## src/rtl/controller_sysid_regs.sv

```systemverilog
// controller_sysid_regs: Avalon-MM system-ID slave (ID, timestamp, scratch, coherent uptime, caps).
// Optional heartbeat down-counter and level IRQ are compiled in with SYSID_HEARTBEAT_EN.
module controller_sysid_regs #(
  parameter int                DATA_W      = 32,
  parameter int                ADDR_W      = 3,
  parameter logic [31:0]       SYS_ID      = 32'h0000_C001,
  parameter logic [31:0]       TIMESTAMP   = 32'h5BB9_3B52,
  parameter logic [DATA_W-1:0] SCRATCH_RST = '0,
  parameter int                HB_RELOAD   = 1000000
) (
  input  logic              clock,
  input  logic              reset_n,
  input  logic [ADDR_W-1:0] address,
  input  logic              read,
  input  logic              write,
  input  logic [DATA_W-1:0] writedata,
  output logic [DATA_W-1:0] readdata,
  output logic              readdatavalid,
  output logic              irq
);

  if (DATA_W < 16 || DATA_W > 64) begin : g_bad_data_w
    $error("controller_sysid_regs: DATA_W must be within 16..64");
  end
  if (ADDR_W < 3 || ADDR_W > 8) begin : g_bad_addr_w
    $error("controller_sysid_regs: ADDR_W must be within 3..8");
  end
  if (HB_RELOAD < 0) begin : g_bad_hb_reload
    $error("controller_sysid_regs: HB_RELOAD must be non-negative");
  end

`ifdef SYSID_HEARTBEAT_EN
  localparam logic HB_PRESENT = 1'b1;
`else
  localparam logic HB_PRESENT = 1'b0;
`endif

  // 32-bit constants are zero-extended or truncated to the bus width
  localparam logic [31:0]       CAPS32 = {15'd0, HB_PRESENT, 4'd0, 4'(ADDR_W), 8'(DATA_W)};
  localparam logic [DATA_W-1:0] ID_W   = DATA_W'(SYS_ID);
  localparam logic [DATA_W-1:0] TS_W   = DATA_W'(TIMESTAMP);
  localparam logic [DATA_W-1:0] CAPS_W = DATA_W'(CAPS32);

  logic [DATA_W-1:0]   readdata_q, readdata_d;
  logic                rvalid_q, rvalid_d;
  logic [DATA_W-1:0]   scratch_q, scratch_d;
  logic [2*DATA_W-1:0] uptime_q, uptime_d;
  logic [DATA_W-1:0]   shadow_q, shadow_d;
  logic [DATA_W-1:0]   hb_rdata;
  logic [7:0]          addr8;

  assign addr8 = 8'(address);

  // Read mux samples state before this edge, so a same-cycle write is seen only by later reads
  always_comb begin
    readdata_d = readdata_q;
    rvalid_d   = read;
    scratch_d  = scratch_q;
    uptime_d   = uptime_q + (2*DATA_W)'(1);
    shadow_d   = shadow_q;
    if (read) begin
      case (addr8)
        8'd0:    readdata_d = ID_W;
        8'd1:    readdata_d = TS_W;
        8'd2:    readdata_d = scratch_q;
        8'd3: begin
          readdata_d = uptime_q[DATA_W-1:0];
          shadow_d   = uptime_q[2*DATA_W-1:DATA_W];
        end
        8'd4:    readdata_d = shadow_q;
        8'd5:    readdata_d = CAPS_W;
        8'd6:    readdata_d = hb_rdata;
        default: readdata_d = '0;
      endcase
    end
    if (write && addr8 == 8'd2) begin
      scratch_d = writedata;
    end
  end

  always_ff @(posedge clock or negedge reset_n) begin
    if (!reset_n) begin
      readdata_q <= '0;
      rvalid_q   <= 1'b0;
      scratch_q  <= SCRATCH_RST;
      uptime_q   <= '0;
      shadow_q   <= '0;
    end else begin
      readdata_q <= readdata_d;
      rvalid_q   <= rvalid_d;
      scratch_q  <= scratch_d;
      uptime_q   <= uptime_d;
      shadow_q   <= shadow_d;
    end
  end

  assign readdata      = readdata_q;
  assign readdatavalid = rvalid_q;

`ifdef SYSID_HEARTBEAT_EN
  localparam int HB_W = (DATA_W > 32) ? DATA_W : 32;

  logic [HB_W-1:0] hb_q, hb_d;
  logic            expired_q, expired_d;

  // A write to word 6 overrides the expiry that would happen on the same edge
  always_comb begin
    hb_d      = hb_q;
    expired_d = expired_q;
    if (hb_q != '0) begin
      hb_d = hb_q - HB_W'(1);
    end
    if (hb_q == HB_W'(1)) begin
      expired_d = 1'b1;
    end
    if (write && addr8 == 8'd6) begin
      hb_d      = HB_W'(HB_RELOAD);
      expired_d = 1'b0;
    end
  end

  always_ff @(posedge clock or negedge reset_n) begin
    if (!reset_n) begin
      hb_q      <= HB_W'(HB_RELOAD);
      expired_q <= 1'b0;
    end else begin
      hb_q      <= hb_d;
      expired_q <= expired_d;
    end
  end

  assign hb_rdata = {expired_q, hb_q[DATA_W-2:0]};
  assign irq      = expired_q;
`else
  assign hb_rdata = '0;
  assign irq      = 1'b0;
`endif

endmodule

```

## config.mk

```make
export PLATFORM = sky130hd
export DESIGN_NAME = controller_sysid_regs
export DESIGN_NICKNAME = d
export VERILOG_FILES = /design/src/rtl/controller_sysid_regs.sv
export SDC_FILE = /design/constraint.sdc
export NUM_CORES = 1
export LEC_CHECK = 0
export BUFFER_PORTS_ARGS = -buffer_cell sky130_fd_sc_hd__clkbuf_2
export CORE_MARGIN = 1.5
export CORE_UTILIZATION = 60
export CTS_BUF_LIST = sky130_fd_sc_hd__clkbuf_8
export DETAILED_ROUTE_END_ITERATION = 12
export GPL_ROUTABILITY_DRIVEN = 0
export PLACE_DENSITY_LB_ADDON = 0.12
export SKIP_CTS_REPAIR_TIMING = 1
export SLEW_MARGIN = 20
export SYNTH_ARGS = -nofsm -noshare
export SYNTH_HDL_FRONTEND = slang
export SYNTH_SLANG_ARGS = --single-unit
```

## constraint.sdc

```tcl
create_clock -name clock -period 5.05 [get_ports clock]
set_input_delay 0.505 -clock clock [delete_from_list [all_inputs] [get_ports clock]]
set_output_delay 0.505 -clock clock [all_outputs]
set_load 0.005 [all_outputs]
```

**Word-level counts from Yosys, hierarchy flattened**

Cells that the tools add are included.

- Mux-type cells: 1
- Equality and inequality tests: 5
- Add/subtract/negate cells: 1
- Reduce and logical (&&, ||, !) cells: 3

Operators with widths:

| kind | number |
|---|---|
| $pmux W32 S6 | 1 |
| $add A64 B1 Y64 const B | 1 |
| $logic_not A8 Y1 | 1 |
| $eq A3 B2 Y1 const B | 2 |
| $eq A3 B3 Y1 const B | 2 |
| $eq A3 B1 Y1 const B | 1 |
| $reduce_and A2 Y1 | 1 |
| $logic_and A1 B1 Y1 | 1 |

- Input bits: 39
- Register bits: 161

**Longest topological paths before layout**

- Depth in word-level cells: 2
- Depth in mapped cells: 7
- Mapped depth without buffers: 6

**Worst setup path before layout**

OpenSTA, ideal clock, no wires.

- Path kind: input to register
- From: in address[1]
- To: reg scratch_q[27]
- Setup time: 0.125 ns
- Data arrival time: 1.815 ns
- Stages on the path: 5
- Required time: 4.925 ns
- Path slack: 3.110 ns
- Path buffers: 2
- Cells stage by stage: buf_2 -> nand2b_1 -> nor3b_2 -> clkbuf_1 -> mux2_2

- Word-level cells in the longest chain between the ends: 2

Ends and longest elaborated chain:

| element | line | RTL |
|---|---|---|
| start: declaration | 13 | `input logic [ADDR_W-1:0] address,` |
| $eq A3 B2 Y1 | 76 | `if (write && addr8 == 8'd2) begin` |
| $logic_and A1 B1 Y1 | 76 |  |
| end signal: assignment | 91 | `scratch_q <= scratch_d;` |
| end: declaration | 46 | `logic [DATA_W-1:0] scratch_q, scratch_d;` |

No other way between the ends.
A chain may end at the register's enable or synchronous reset.

**Final worst setup path**

- From: in address[0]
- To: reg shadow_q[22]

- Word-level cells in the longest chain between the ends: 2

Ends and longest elaborated chain:

| element | line | RTL |
|---|---|---|
| $eq A3 B2 Y1 | 62 | `case (addr8)` |
| $reduce_and A2 Y1 (no line) | n/a |  |
| end signal: assignment | 93 | `shadow_q <= shadow_d;` |
| end: declaration | 48 | `logic [DATA_W-1:0] shadow_q, shadow_d;` |

No other way between the ends.

==> summary.txt <==
Worst setup path
  – Critical Path Sink Type: register
  – WP data required: ~5400 ps
  – WS Path Type: primary input to register
  – CP most frequent cell: nand2_1
  – Max Fanout on Critical Path: 39
  – Crit start category: primary input
  – WP data arrival: between 3000 and 4000 ps
  – Critical R2R Capture: uptime_q[57]
  – Critical-path cell list: clkbuf_2 > nand2_1 > nor2_1 > nand2_1 > buf_4 > mux2_2
  – Critical R2R Launch: uptime_q[14]
  – Critical Path Max Stage Delay: around 730 ps
  – Worst R2R Path Depth: 5
  – CP delay by family, top: simple AND/OR/NAND/NOR gates
  – FF-to-FF setup slack: roughly 2700 ps
  – CP max-delay cell: clkbuf_2
  – WP buf/inv: 2
  – Critical path depth: 6

Cells and area
  – Antenna diodes: 0
  – Share of layout cells above drive strength 1: 0.2432
  – Area delta synth->final: 11.62%
  – Layout net count: roughly 760
  – Util after Layout: 0.6973

Timing
  – Rel. slew slack: 0.2734
  – Number of setup violations in the final report: 0
  – Final hold violations: 0
  – Crit path time final: 2667 ps
  – Least-Margin Pin Slew: around 1100 ps
  – Total negative slack: 0 ps
  – F_max: 0.3750 GHz
  – Clock Skew: approximately 9.5 ps
  – Max-slew violations: 0
  – Fin crit share: 0.5281
  – RSZ-0062 raised after global routing: false

Placement
  – Port Buf Inserts: between 70 and 80
  – Final HPWL DP: 11.78 mm

Synth
  – Syn Std Cell Area: around 7300 sq um
  – Largest cells by area after synthesis: dfrtp_1 56%, mux2_2 9.0%, xor2_1 4.1%, a21oi_1 3.5%, xnor2_1 3.4%
  – Yosys top cell area share: 0.5554
  – Avg Inst Size Synth: 11.06 sq um
  – Commonest cells post-synth: 161 x dfrtp_1, 58 x mux2_2, 53 x nor2_1
  – Seq/Total Area, Yosys: 0.5554
  – Post-Syn Nets: approximately 700
  – Post-synthesis cell type count: 38
  – Gate Count Post-Synth: approximately 660
  – Dominant synthesized flop cell: dfrtp_1
  – Post-synth top area cell: dfrtp_1
  – Post-synth EDFFs: 0
  – #FFs+latches synth: about 160
  – Most common cell in the netlist: dfrtp_1
  – Synth Warn #: 0
  – Asr flop ratio synth: 1.000

Global route
  – First-pass GRT wire length: 27.47 mm
  – Number of global-route vias before repair: roughly 5400
  – Total global routing overflow: 0
  – Tot GR Track Use: 0.2830
  – Initial antenna violation count: 0
  – Largest net degree at the start of global routing: approximately 110

Clock tree
  – Longest Clk Path Bufs: 2
  – CTS Root Cell: clkbuf_8
  – Clock transition at path regs: approximately 80 ps
  – Clock buffer count from CTS: 17
  – TritonCTS clock tree: built
  – Worst-skew pair later-pin latency: 460 ps
  – H-tree levels: 4
  – CTS sink count: approximately 160

Detailed routing
  – DRC Markers: 0
  – Wirelength, routed: 16.78 mm
  – First DRT Iteration DRCs: 409
  – Vias/cell: 5.984
  – WL/cell: around 19 um
  – Routed Antenna Nets: 0
  – 1st-pass router iterations: 5
  – Vias post-DR: ~5200

Worst hold path
  – Worst Hold Class: primary input to async pin

Power and ir drop
  – Comb power frac: 0.089
  – Net switching power: approximately 630 uW
  – Internal Power: a little under 2 mW
  – Maximum vdd ir drop: about 0.21 mV
  – Clock power share: 0.366
  – LEAKAGE: between 3 and 4 nW
  – Switching share of power: 0.2439
  – Sequential share of power: 0.545
  – Pwr dens: ~320 nW/um^2

Die
  – Num rows: 39
  – Vert. Die Dim: 113.0 um
  – Core Region: between 10000 and 15000 sq um
  – Die width: about 110 um
  – I/O pins: 73
  – Full die area: ~13000 sq um
  – Starting Density: 0.6246

Run status
  – Status: complete, no violations

Job
  – # Max-Cap Violations: 0
[registers in the layout (all words and copies together), names as in the netlist]
signal / flops
readdatavalid: 1
readdata: 32
shadow_q: 32
uptime_q: 64
scratch_q: 32
[power by group through the flow]
stage	combinational [mW]	clock, mW	sequential, mW
after floorplan	0.136	0	1.42
after global placement	0.222	0	1.43
after detailed placement	0.230	0	1.43
after CTS	0.232	0.963	1.41
after global routing	0.256	1.01	1.42
final	0.230	0.948	1.41
[cells by family (layout without fill, tap and decap cells)]
logic type,count (synthesis),after routing,synth area share
other,1,1,0.0005169
muxes,69,69,0.1052
xor gates and xnor gates,62,62,0.07485
buffers and inverters,72,148,0.03881
adders and majority gates,1,1,0.001724
AOI/OAI and AO/OA,96,96,0.07571
DFF,161,161,0.5554
and+or+nand+nor,194,194,0.1478
[final cells by class]
cell class / instances / area, sq um
Clock buffer: 18 / 247.7
Clock inverter: 14 / 147.6
Fill cell: 892 / 3516
Inverter: 42 / 157.7
Multi-Input combinational cell: 423 / 2950
Sequential cell: 161 / 4029
Tap cell: 143 / 178.9
Timing Repair Buffer: 74 / 386.6
[layout by cell type (no fill, tap or decap), drive strengths merged]
cell type  count
and2           2
o21a           2
and3          13
nor2          53
nor3          27
or2            1
dfrtp        161
o22ai         29
nor4          15
nand4         25
o21ai          6
or4            1
mux2          58
inv           46
xor2          34
o221ai         2
clkinvlp       1
conb           1
buf            3
nor3b          2
clkinv         6
a2bb2oi        3
mux2i         11
a41oi          1
ha             1
a21oi         51
clkbuf        89
a22oi          2
and2b          1
nand2         37
xnor2         28
bufinv         3
nand2b         2
nand3         15
[how the worst max path moves through the flow]
stage,startpoint,endpoint,slack (ps)
after floorplan,address[1],scratch_q[27],3110
after detailed placement,address[0],shadow_q[12],1970
after global routing,address[0],shadow_q[17],2210
after global placement,address[0],shadow_q[19],2050
final,address[0],shadow_q[22],2380
after CTS,address[0],shadow_q[12],2450
[through the flow]
stage	total power, mW	hold slack, ps	cell area, sq um	setup WS (ps)	std cells
after floorplan	1.555	209.4	7254	3110	656
after global placement	1.655	471.4	7700	2054	843
after detailed placement	1.665	479.4	7700	1975	843
after CTS	2.606	214.0	8095	2449	875
after global routing	2.688	215.1	8098	2209	875
final	2.588	148.0	8098	2383	875
[per-layer routing]
layer	vias up	part of all wire	GRT usage
met2	168	0.46	0.4374
li1	2414	-	-
met1	2635	0.46	0.4033
met3	19	0.062	0.06749
met5	-	0	0
met4	0	0.013	0.08750
Note: power is estimated with default switching activity, not from simulation.
